<file path="src/rtl/dma_wr_req_arbiter_pkg.sv">
// Shared constants and FSM encoding for the DMA write-request arbiter slice.
// Bus widths here mirror the project-wide type set used by the surrounding DMA logic.
package dma_wr_req_arbiter_pkg;

    localparam int VADDR_BITS    = 48;
    localparam int LEN_BITS      = 28;
    localparam int N_CHAN        = 4;
    localparam int AXI_DATA_BITS = 512;

    // Default sink-mux field widths for an N_CHAN / AXI_DATA_BITS configuration
    localparam int MUX_CHAN_BITS = $clog2(N_CHAN);
    localparam int MUX_BLEN_BITS = LEN_BITS - $clog2(AXI_DATA_BITS / 8);

    typedef enum logic [0:0] {
        ST_IDLE  = 1'b0,
        ST_ISSUE = 1'b1
    } arb_state_t;

endpackage

</file>
<file path="src/rtl/dma_wr_req_arbiter_if.sv">
// Sink-mux command channel: valid/ready handshake carrying channel, beat count minus one and last flag.
interface muxIntf #(
    parameter int CHAN_BITS = dma_wr_req_arbiter_pkg::MUX_CHAN_BITS,
    parameter int BLEN_W    = dma_wr_req_arbiter_pkg::MUX_BLEN_BITS
);
    typedef struct packed {
        logic [CHAN_BITS-1:0] chan;
        logic [BLEN_W-1:0]    len;
        logic                 last;
    } mux_data_t;

    logic      valid;
    logic      ready;
    mux_data_t data;

    modport m (output valid, output data, input ready);
    modport s (input valid, input data, output ready);
endinterface

</file>
<file path="src/rtl/dma_wr_req_arbiter_rr.sv">
// Combinational round-robin picker: first asserted request after ptr, wrapping modulo N.
module rr_arbiter_n #(
    parameter int N        = 4,
    parameter int IDX_BITS = 2
) (
    input  logic [N-1:0]        req,
    input  logic [IDX_BITS-1:0] ptr,
    output logic [N-1:0]        gnt,
    output logic [IDX_BITS-1:0] idx,
    output logic                any
);

    // Scan ptr+1 .. ptr+N; the pointer itself is examined last.
    always_comb begin
        int cand_v;
        gnt    = {N{1'b0}};
        idx    = {IDX_BITS{1'b0}};
        any    = 1'b0;
        cand_v = 0;
        for (int i = 1; i <= N; i++) begin
            cand_v = int'(ptr) + i;
            if (cand_v >= N) begin
                cand_v = cand_v - N;
            end else begin
                cand_v = cand_v;
            end
            if (!any && req[cand_v]) begin
                any         = 1'b1;
                gnt[cand_v] = 1'b1;
                idx         = IDX_BITS'(cand_v);
            end else begin
                any = any;
            end
        end
    end

endmodule

</file>
<file path="src/rtl/dma_wr_req_arbiter.sv">
// Arbitrates per-channel write requests into one DMA command plus a matching sink-mux command.
// Zero-length requests are accepted and dropped without issuing anything.
module dma_wr_req_arbiter
    import dma_wr_req_arbiter_pkg::*;
#(
    parameter int N_SPLIT_CHAN  = N_CHAN,
    parameter int MUX_DATA_BITS = AXI_DATA_BITS
) (
    input  logic                                  aclk,
    input  logic                                  aresetn,
    input  logic [N_SPLIT_CHAN-1:0]               req_valid,
    output logic [N_SPLIT_CHAN-1:0]               req_ready,
    input  logic [N_SPLIT_CHAN-1:0][VADDR_BITS-1:0] req_vaddr,
    input  logic [N_SPLIT_CHAN-1:0][LEN_BITS-1:0] req_len,
    input  logic [N_SPLIT_CHAN-1:0]               req_last,
    output logic                                  dma_valid,
    input  logic                                  dma_ready,
    output logic [VADDR_BITS-1:0]                 dma_vaddr,
    output logic [LEN_BITS-1:0]                   dma_len,
    output logic                                  dma_last,
    muxIntf.m                                     mux
);

    localparam int BEAT_BYTES        = MUX_DATA_BITS / 8;
    localparam int BEAT_LOG_BITS     = $clog2(BEAT_BYTES);
    localparam int BLEN_BITS         = LEN_BITS - BEAT_LOG_BITS;
    localparam int N_SPLIT_CHAN_BITS = $clog2(N_SPLIT_CHAN);

    // Beats minus one; the extra top bit keeps the round-up carry before shifting.
    function automatic logic [BLEN_BITS-1:0] beats_m1(input logic [LEN_BITS-1:0] len);
        logic [LEN_BITS:0] sum_v;
        logic [LEN_BITS:0] beats_v;
        sum_v   = {1'b0, len} + (LEN_BITS+1)'(BEAT_BYTES - 1);
        beats_v = (sum_v >> BEAT_LOG_BITS) - (LEN_BITS+1)'(1);
        return beats_v[BLEN_BITS-1:0];
    endfunction

    arb_state_t                   state_r, state_s;
    logic                         dma_pend_r, dma_pend_s;
    logic                         mux_pend_r, mux_pend_s;
    logic [N_SPLIT_CHAN_BITS-1:0] rr_ptr_r;
    logic                         grant_s;
    logic [N_SPLIT_CHAN-1:0]      gnt_s;
    logic [N_SPLIT_CHAN_BITS-1:0] gnt_idx_s;
    logic                         gnt_any_s;
    logic [VADDR_BITS-1:0]        vaddr_r;
    logic [LEN_BITS-1:0]          len_r;
    logic                         last_r;
    logic [N_SPLIT_CHAN_BITS-1:0] chan_r;
    logic [BLEN_BITS-1:0]         blen_r;

    rr_arbiter_n #(
        .N        (N_SPLIT_CHAN),
        .IDX_BITS (N_SPLIT_CHAN_BITS)
    ) u_rr (
        .req (req_valid),
        .ptr (rr_ptr_r),
        .gnt (gnt_s),
        .idx (gnt_idx_s),
        .any (gnt_any_s)
    );

    // Next-state, pend flags and request accept.
    always_comb begin
        state_s    = state_r;
        dma_pend_s = dma_pend_r;
        mux_pend_s = mux_pend_r;
        grant_s    = 1'b0;
        req_ready  = {N_SPLIT_CHAN{1'b0}};
        case (state_r)
            ST_IDLE: begin
                if (aresetn && gnt_any_s) begin
                    grant_s   = 1'b1;
                    req_ready = gnt_s;
                    if (req_len[gnt_idx_s] != {LEN_BITS{1'b0}}) begin
                        dma_pend_s = 1'b1;
                        mux_pend_s = 1'b1;
                        state_s    = ST_ISSUE;
                    end else begin
                        state_s = ST_IDLE;
                    end
                end else begin
                    state_s = ST_IDLE;
                end
            end
            ST_ISSUE: begin
                if (dma_pend_r && dma_ready) begin
                    dma_pend_s = 1'b0;
                end else begin
                    dma_pend_s = dma_pend_r;
                end
                if (mux_pend_r && mux.ready) begin
                    mux_pend_s = 1'b0;
                end else begin
                    mux_pend_s = mux_pend_r;
                end
                // Both sides done: the following cycle is already back in idle.
                if (!dma_pend_s && !mux_pend_s) begin
                    state_s = ST_IDLE;
                end else begin
                    state_s = ST_ISSUE;
                end
            end
            default: begin
                state_s    = ST_IDLE;
                dma_pend_s = 1'b0;
                mux_pend_s = 1'b0;
            end
        endcase
    end

    // Control state; channel 0 gets first priority out of reset.
    always_ff @(posedge aclk) begin
        if (!aresetn) begin
            state_r    <= ST_IDLE;
            dma_pend_r <= 1'b0;
            mux_pend_r <= 1'b0;
            rr_ptr_r   <= N_SPLIT_CHAN_BITS'(N_SPLIT_CHAN - 1);
        end else begin
            state_r    <= state_s;
            dma_pend_r <= dma_pend_s;
            mux_pend_r <= mux_pend_s;
            if (grant_s) begin
                rr_ptr_r <= gnt_idx_s;
            end else begin
                rr_ptr_r <= rr_ptr_r;
            end
        end
    end

    // Payload capture at grant; contents are meaningless while no valid is raised.
    always_ff @(posedge aclk) begin
        if (grant_s) begin
            vaddr_r <= req_vaddr[gnt_idx_s];
            len_r   <= req_len[gnt_idx_s];
            last_r  <= req_last[gnt_idx_s];
            chan_r  <= gnt_idx_s;
            blen_r  <= beats_m1(req_len[gnt_idx_s]);
        end else begin
            vaddr_r <= vaddr_r;
            len_r   <= len_r;
            last_r  <= last_r;
            chan_r  <= chan_r;
            blen_r  <= blen_r;
        end
    end

    assign dma_valid     = dma_pend_r;
    assign dma_vaddr     = vaddr_r;
    assign dma_len       = len_r;
    assign dma_last      = last_r;
    assign mux.valid     = mux_pend_r;
    assign mux.data.chan = chan_r;
    assign mux.data.len  = blen_r;
    assign mux.data.last = last_r;

endmodule

</file>
<file path="src/flat_wrapper.sv">
// flat-port wrapper written by rule: the top's interface ports become plain ports
module dma_wr_req_arbiter_flat import dma_wr_req_arbiter_pkg::*;
#(
    parameter int N_SPLIT_CHAN  = N_CHAN,
    parameter int MUX_DATA_BITS = AXI_DATA_BITS
)
  (aclk, aresetn, req_valid, req_ready, req_vaddr, req_len, req_last, dma_valid, dma_ready, dma_vaddr, dma_len, dma_last, mux_valid, mux_data, mux_ready);
  muxIntf #(.CHAN_BITS(2), .BLEN_W((22))) mux_i ();
  input  logic aclk;
  input  logic aresetn;
  input  logic [N_SPLIT_CHAN-1:0] req_valid;
  output logic [N_SPLIT_CHAN-1:0] req_ready;
  input  logic [N_SPLIT_CHAN-1:0][VADDR_BITS-1:0] req_vaddr;
  input  logic [N_SPLIT_CHAN-1:0][LEN_BITS-1:0] req_len;
  input  logic [N_SPLIT_CHAN-1:0] req_last;
  output logic dma_valid;
  input  logic dma_ready;
  output logic [VADDR_BITS-1:0] dma_vaddr;
  output logic [LEN_BITS-1:0] dma_len;
  output logic dma_last;
  output wire logic [$bits(mux_i.valid)-1:0] mux_valid;
  output wire logic [$bits(mux_i.data)-1:0] mux_data;
  input wire logic [$bits(mux_i.ready)-1:0] mux_ready;
  assign mux_valid = mux_i.valid;
  assign mux_data = mux_i.data;
  assign mux_i.ready = mux_ready;
  dma_wr_req_arbiter #(.N_SPLIT_CHAN(N_SPLIT_CHAN), .MUX_DATA_BITS(MUX_DATA_BITS)) u_core (.aclk(aclk), .aresetn(aresetn), .req_valid(req_valid), .req_ready(req_ready), .req_vaddr(req_vaddr), .req_len(req_len), .req_last(req_last), .dma_valid(dma_valid), .dma_ready(dma_ready), .dma_vaddr(dma_vaddr), .dma_len(dma_len), .dma_last(dma_last), .mux(mux_i));
endmodule
</file>
<file path="config.mk">
export PLATFORM = sky130hd
export DESIGN_NAME = dma_wr_req_arbiter_flat
export DESIGN_NICKNAME = d
export VERILOG_FILES = /design/src/rtl/dma_wr_req_arbiter_pkg.sv /design/src/rtl/dma_wr_req_arbiter_if.sv /design/src/rtl/dma_wr_req_arbiter_rr.sv /design/src/rtl/dma_wr_req_arbiter.sv /design/src/flat_wrapper.sv
export SDC_FILE = /design/constraint.sdc
export NUM_CORES = 1
export LEC_CHECK = 0
export ABC_CLOCK_PERIOD_IN_PS = 6900
export CORE_AREA = 5 5 161 163
export DETAILED_ROUTE_END_ITERATION = 12
export DIE_AREA = 0 0 166 168
export PLACE_DENSITY = 0.68
export SYNTH_ARGS = -nofsm -noshare
export SYNTH_HDL_FRONTEND = slang
export SYNTH_HIERARCHICAL = 1
export SYNTH_SLANG_ARGS = --single-unit
</file>
<file path="constraint.sdc">
create_clock -name aclk -period 6.9 [get_ports aclk]
set_input_delay 1.38 -clock aclk [delete_from_list [all_inputs] [get_ports aclk]]
set_output_delay 1.38 -clock aclk [all_outputs]
set_load 0.02 [all_outputs]
</file>
==> After elaboration in Yosys (flattened, before gate mapping) <==
Index checks and enable logic that the tools add are counted.
{ "op_classes": {"addsub": 10, "n_lt_le_gt_ge": 13, "eq_ne": 2, "mux": 58, "bitwise": 4, "n_reduce_logical": 18} }
{ "op_table": {"columns": ["op", "count"], "rows": [
  ["32-bit by 1-bit greater-or-equal comparator with 1-bit output (second input constant)", 4],
  ["32-bit by 4-bit less-than comparator with 1-bit output (second input constant)", 4],
  ["32-bit 2-to-1 mux", 4],
  ["48-bit binary-select mux with 2-bit select", 1],
  ["28-bit binary-select mux with 2-bit select", 1],
  ["48-bit 2-to-1 mux", 1],
  ["32-bit by 4-bit greater-or-equal comparator with 1-bit output (second input constant)", 1],
  ["32-bit by 4-bit subtractor with 32-bit output (second input constant)", 1],
  ["28-bit by 6-bit adder with 28-bit output (second input constant)", 1],
  ["1-bit 2-to-1 mux", 28],
  ["28-bit 2-to-1 mux", 1],
  ["28-bit nonzero test", 1],
  ["4-bit 2-to-1 mux", 6],
  ["22-bit by 1-bit subtractor with 22-bit output (second input constant)", 1],
  ["4-bit OR", 3],
  ["1-bit logical AND", 11],
  ["1-bit binary-select mux with 2-bit select", 5],
  ["1-bit demux with 2-bit select", 4],
  ["2-bit 2-to-1 mux", 4],
  ["3-bit by 3-bit subtractor with 4-bit output (second input constant)", 2],
  ["2-bit by 2-bit adder with 3-bit output (second input constant)", 2],
  ["3-bit greater-or-equal comparator (second input constant)", 2],
  ["1-bit case mux with 2 select lines", 3],
  ["1-bit logical NOT", 5],
  ["8 further kinds", 9]
]} }
{ "word_totals": {"register_bits": 106, "in_bits": 316, "out_inout_bits": 108, "word_cells": 114} }

==> Depth between registers and ports, before layout <==
{ "logic_depth": {"depth_word": 22, "ltp_mapped": 23, "mapped_depth_nobuf": 18} }

==> By module <==
The synthesis kept the hierarchy.
{ "by_module_without_submodules": {"columns": ["mod", "n_inst", "cells_each", "area_each_um2", "seq_area_each_um2"], "rows": [
  ["dma_wr_req_arbiter", 1, 343, 5921.9, 3133.0],
  ["rr_arbiter_n", 1, 80, 636.9, 0.0]
]} }

==> Least setup slack after synthesis <==
Ideal clock, no wire load.
{ "synth_timing": {"path_kind": "register -> output", "startpoint": "register u_core.rr_ptr_r[0]", "endpoint": "output port req_ready[0]", "t_arrival_ns": 5.153, "required_ns": 5.520, "slack_ns": 0.367, "stages_incl_launch_ff": 14, "n_path_buf": 4, "path_cell_list": "dfxtp_1 -> clkbuf_1 -> clkbuf_1 -> inv_1 -> ha_1 -> buf_6 -> mux4_2 -> or2_1 -> nand2b_1 -> nand2_1 -> or2_2 -> clkbuf_1 -> inv_1 -> and2_1"} }
{ "synth_via": {"elab_chain_len": 19, "elab_cells_between_ends": 68, "cone_classes": "add/sub: 8; order compare: 12; mux: 34; bitwise: 3; reduce/logical: 11"} }
{ "synth_rtl": {"columns": ["element", "line_no", "source"], "rows": [
  ["from (decl)", "dma_wr_req_arbiter.sv:41", "logic [N_SPLIT_CHAN_BITS-1:0] rr_ptr_r;"],
  ["from (signal assigned)", "dma_wr_req_arbiter.sv:118", "rr_ptr_r <= N_SPLIT_CHAN_BITS'(N_SPLIT_CHAN - 1);"],
  ["from (signal assigned)", "dma_wr_req_arbiter.sv:124", "rr_ptr_r <= gnt_idx_s;"],
  ["from (signal assigned)", "dma_wr_req_arbiter.sv:126", "rr_ptr_r <= rr_ptr_r;"],
  ["2-bit by 1-bit adder with 3-bit output", "dma_wr_req_arbiter_rr.sv:21", "cand_v = int'(ptr) + i;"],
  ["32-bit by 4-bit subtractor with 32-bit output or 32-bit by 4-bit greater-or-equal comparator with 1-bit output (tied branches)", "dma_wr_req_arbiter_rr.sv:23, dma_wr_req_arbiter_rr.sv:22", null],
  ["32-bit 2-to-1 mux", "dma_wr_req_arbiter_rr.sv:22", "if (cand_v >= N) begin"],
  ["1-bit binary-select mux with 2-bit select", "dma_wr_req_arbiter_rr.sv:27", "if (!any && req[cand_v]) begin"],
  ["1-bit 2-to-1 mux (implied by the code) (2 in series)", "dma_wr_req_arbiter_rr.sv:27", null],
  ["1-bit 2-to-1 mux", "dma_wr_req_arbiter_rr.sv:27", null],
  ["1-bit logical NOT", "dma_wr_req_arbiter_rr.sv:27", null],
  ["1-bit logical AND", "dma_wr_req_arbiter_rr.sv:27", null],
  ["(+3 left out)", null, null],
  ["1-bit 2-to-1 mux", "dma_wr_req_arbiter_rr.sv:27", null],
  ["1-bit logical NOT", "dma_wr_req_arbiter_rr.sv:27", null],
  ["1-bit logical AND", "dma_wr_req_arbiter_rr.sv:27", null],
  ["1-bit 2-to-1 mux *", "dma_wr_req_arbiter_rr.sv:27", null],
  ["named net u_core.gnt_any_s", "dma_wr_req_arbiter.sv:45", "logic gnt_any_s;"],
  ["1-bit logical AND *", "dma_wr_req_arbiter.sv:72", "if (aresetn && gnt_any_s) begin"],
  ["4-bit 2-to-1 mux *", "dma_wr_req_arbiter.sv:72", null],
  ["4-bit 2-to-1 mux *", "dma_wr_req_arbiter.sv:70", "case (state_r)"],
  ["to (decl)", "flat_wrapper.sv:12", "output logic [N_SPLIT_CHAN-1:0] req_ready;"]
]} }
The timed path passes the listed nets; every way through them passes the cells marked *. The select of a mux whose other input is x is not followed.

==> Worst setup path after layout <==
{ "layout_timing": {"startpoint": "input port req_valid[3]", "endpoint": "register u_core.blen_r[10], data pin"} }
{ "layout_via": {"elab_chain_len": 17, "elab_cells_between_ends": 29, "cone_classes": "add/sub: 2; mux: 21; reduce/logical: 6"} }
{ "layout_rtl": {"columns": ["element", "line_no", "source"], "rows": [
  ["from (decl)", "flat_wrapper.sv:11", "input logic [N_SPLIT_CHAN-1:0] req_valid;"],
  ["1-bit binary-select mux with 2-bit select", "dma_wr_req_arbiter_rr.sv:27", null],
  ["1-bit 2-to-1 mux (implied by the code) (2 in series)", "dma_wr_req_arbiter_rr.sv:27", null],
  ["1-bit 2-to-1 mux", "dma_wr_req_arbiter_rr.sv:27", null],
  ["1-bit logical NOT", "dma_wr_req_arbiter_rr.sv:27", null],
  ["1-bit logical AND", "dma_wr_req_arbiter_rr.sv:27", null],
  ["1-bit 2-to-1 mux", "dma_wr_req_arbiter_rr.sv:27", null],
  ["1-bit logical NOT", "dma_wr_req_arbiter_rr.sv:27", null],
  ["1-bit logical AND", "dma_wr_req_arbiter_rr.sv:27", null],
  ["1-bit 2-to-1 mux", "dma_wr_req_arbiter_rr.sv:27", null],
  ["1-bit logical NOT", "dma_wr_req_arbiter_rr.sv:27", null],
  ["1-bit logical AND", "dma_wr_req_arbiter_rr.sv:27", null],
  ["2-bit 2-to-1 mux *", "dma_wr_req_arbiter_rr.sv:27", null],
  ["named net u_core.gnt_idx_s[1]", "dma_wr_req_arbiter.sv:44", "logic [N_SPLIT_CHAN_BITS-1:0] gnt_idx_s;"],
  ["28-bit binary-select mux with 2-bit select *", "dma_wr_req_arbiter.sv:138", "blen_r <= beats_m1(req_len[gnt_idx_s]);"],
  ["28-bit 2-to-1 mux (implied by the code) *", "dma_wr_req_arbiter.sv:138", null],
  ["28-bit by 6-bit adder with 28-bit output *", "dma_wr_req_arbiter.sv:33", "sum_v = {1'b0, len} + (LEN_BITS+1)'(BEAT_BYTES - 1);"],
  ["22-bit by 1-bit subtractor with 22-bit output *", "dma_wr_req_arbiter.sv:34", "beats_v = (sum_v >> BEAT_LOG_BITS) - (LEN_BITS+1)'(1);"],
  ["to (signal assigned)", "dma_wr_req_arbiter.sv:138", null],
  ["to (signal assigned)", "dma_wr_req_arbiter.sv:144", "blen_r <= blen_r;"],
  ["to (decl)", "dma_wr_req_arbiter.sv:50", "logic [BLEN_BITS-1:0] blen_r;"]
]} }
Marks and branches as above.
A chain may end at the register's enable or synchronous reset.

==> impl_metrics.tcl <==
set metrics [dict create \
    synthCells 423 \
    fin_cells 1166 \
    drc_errors 0 \
    critPathMaxStageDelay_ps 620 \
    min_from "u_core/dma_valid$_SDFFE_PN0P_" \
    yosys.area_share.simple_pct 8.76 \
    syn_area_per_cell_um2 15.5 \
    fp.dieH_um 168 \
    vdd_ir_drop_max_mv 0.209 \
    wl_met1_mm 10.6 \
    max_freq_mhz 161 \
    reg2reg_slack_ps 1280 \
    async_reset_ff_share_pct 0 \
    power.total_uw 5350 \
    viasPerCell 4.75 \
    synthXorXnorAreaFrac_pct 3.47 \
    slew-limit-headroom_pct 52.6 \
    clk-insertion-delay-late_ps 350 \
    first_global_vias 5718 \
    layout_commonest_cell "clkdlybuf4s50_1" \
    numPlacedInstances 1150 \
    required_ps 7000 \
    gp_congestion 0.925 \
    drive_gt1_share_pct 14.7 \
    worst-path-stages 17 \
    synth_compound_area_share_pct 5.84 \
    clockPowerShare_pct 9.7 \
    start_kind "primary input" \
    path_clk_slew_ps 80 \
    p_leak_uw 0.00386 \
    portBuffers 423 \
    htree_levels 3 \
    synth_seq_cells 106 \
    post_cts_buffers 0 \
    numCtsBuffers 9 \
    overflow 0 \
    track_usage_pct 17.8 \
    grt_max_degree 49 \
    num_io_pins 424 \
    wl_met3_mm 1.67 \
    initial_core_util_pct 27.1 \
    drt_iter0_drc 369 \
    diodes 0 \
    r2r_end "u_core/blen_r[10]$_DFFE_PP_" \
    whs_endpoint "u_core/dma_valid$_SDFFE_PN0P_" \
    cpMaxStageDelayCell "mux4_2" \
    layout.nets 1162 \
    ys_seq_area_share_pct 47.8 \
    pwr-share-comb_pct 65.8 \
    grt_antenna_before_repair 1 \
    ant_nets 0 \
    synth_mux_area_share_pct 29.4 \
    intPower_uw 3160 \
    criticalPathCategory "in2reg" \
    fin_util_pct 47.3 \
    grt_first_pass_wirelength_mm 37.9 \
    routedWlPerCell_um 22.2 \
    synth_fa_ha_area_share_pct 1.72 \
    path_cells "clkdlybuf4s50_1 > mux4_2 > or2_1 > or4_1 > and3_4 > mux4_2 > nor4_4 > nand2_1 > nand2_1 > xor2_1 > ha_1 > inv_1 > nor3_1 > a22oi_1 > or4_1 > o31ai_1 > xor2_1" \
    synthFlopType "edfxtp_1" \
    tns_ps 0 \
    power.share.sequential_pct 24.5 \
    slew_viol_final 0 \
    dr.pass1.iters 4 \
    ys_types 60 \
    cts_tree "done" \
    p_sw_share_pct 41.0 \
    dp_hpwl_mm 21.6 \
    drt_wl_total_mm 25.9 \
    fp-row-count 57 \
    vias 5541 \
    synth_top_family_by_area "multiplexers" \
    flow.area_growth_from_synthesis_pct 74.3 \
    syn_area_mm2 0.00656 \
    power_density_mw_per_mm2 469 \
    skew_ps 8.37 \
    synth_edf_count 101 \
    setup_viol 0 \
    hold_depth 2 \
    crit_path_max_fanout 33 \
    tritoncts_num_sinks 106 \
    finalCritPeriodShare_pct 89.8 \
    layout_min_cycle_time_ps 6200 \
    rsz0062_at_grt "false" \
    synth_nets 748 \
    dieArea_mm2 0.0279 \
    die_w_um 166 \
    clk_path_buf_depth 2 \
    worst-path-buf-inv 2 \
    reg2reg_from "u_core/rr_ptr_r[1]$_SDFFE_PN1P_" \
    worst-slew-pin-transition_ps 711 \
    end_kind "flop" \
    ys_warn_count 6 \
    hold_violations 0 \
    postCtsResizedCells 0 \
    p_sw_uw 2200 \
    path_delay_family "simple AND/OR/NAND/NOR gates" \
    coreArea_mm2 0.0242 \
    layout_common_cells "423 x clkdlybuf4s50_1, 101 x edfxtp_1, 80 x mux4_2" \
    wl_met2_mm 13.3 \
    worstPathArrival_ps 6300 \
    top_layer_used "met5" \
    drv_cap 0 \
    outcome "completed" \
    postCtsHoldBufs 0 \
    cts_root_buffer "clkbuf_16" \
    hp-class "reg2reg" \
    r2r_cells 18 \
]
==> through the flow <==
stage	instance area, um2	setup WS (ps)	hold slack, ps
after floorplan	6560	367	452
after global placement	11100	437	481
after detailed placement	11100	339	474
after CTS	11400	743	488
after global routing	11400	389	516
final	11400	702	493
==> power groups by stage <==
stage | Sequential [uW] | Combinational, uW | Clock [uW]
2_1_floorplan | 1720 | 1930 | 0
4_1_cts | 1320 | 3600 | 546
3_3_place_gp | 1320 | 3570 | 0
6_report | 1310 | 3520 | 517
3_5_place_dp | 1330 | 3580 | 0
5_1_grt | 1340 | 3790 | 571
==> cell usage after synthesis (all sizes together), types with 6 or more instances <==
cell type,number,area share [%]
and2,8,0.76
a211oi,6,0.88
nand2b,7,0.67
inv,11,0.63
nor3,8,0.61
xor2,8,1.1
ha,9,1.7
mux2i,9,1.4
mux4,81,28
buf,18,1.7
o22ai,11,1.0
clkbuf,11,0.67
xnor2,18,2.4
nand3,10,0.84
nor2,16,0.95
edfxtp,101,46
nand2,24,1.4
==> cell type report <==
cell class                      count  area [um2]
Clock buffer                        9         225
Clock inverter                      7        75.1
Fill cell                        2119       12700
Inverter                           11        43.8
Multi-Input combinational cell    277        3250
Sequential cell                   106        3130
Tap cell                          324         405
Timing Repair Buffer              432        4300
==> kinds of logic (layout without fill, tap and decap cells) <==
logic type      count (synthesis)  in the layout
buf+inv                        40            459
compound gates                 47             47
simple gates                  104            104
xor+xnor                       26             26
fa+ha+maj                       9              9
mux                            91             91
flops                         106            106
==> metal layers <==
layer / vias to the layer above / global-route usage (%)
li1: 2567 / -
met1: 2704 / 23.2
met2: 244 / 30.3
met3: 24 / 4.27
met4: 2 / 4.23
met5: - / 0
==> how the worst max path moves through the flow <==
| stage | endpoint | from |
|---|---|---|
| 3_5_place_dp | u_core/blen_r[10]$_DFFE_PP_ | req_valid[3] |
| 5_1_grt | u_core/blen_r[10]$_DFFE_PP_ | req_valid[3] |
| 6_report | u_core/blen_r[10]$_DFFE_PP_ | req_valid[3] |
| 4_1_cts | u_core/blen_r[10]$_DFFE_PP_ | req_valid[3] |
| 3_3_place_gp | u_core/blen_r[10]$_DFFE_PP_ | req_valid[3] |
| 2_1_floorplan | req_ready[0] | u_core/rr_ptr_r[0]$_SDFFE_PN1P_ |
==> flip-flops by register name (all words and copies together), names as in the netlist <==
signal / cells
u_core/blen_r: 22
u_core/dma_vaddr: 48
u_core/mux.valid: 1
u_core/dma_last: 1
u_core/dma_valid: 1
u_core/state_r: 1
u_core/dma_len: 28
u_core/chan_r: 2
u_core/rr_ptr_r: 2
==> worst register-to-register path: stages, from the launching register on <==
cell     delay (ps)
dfxtp_1         340
inv_1           120
ha_1            540
mux4_2          660
or2_1           290
or4_1           500
and3_4          330
mux4_2          400
nor4_4          360
nand2_1         160
nand2_1         110
xor2_1          160
ha_1            250
inv_1           130
nor3_1          280
a22oi_1         140
or4_1           410
o31ai_1          90
xor2_1           90
Power figures use the tool's default switching activity.
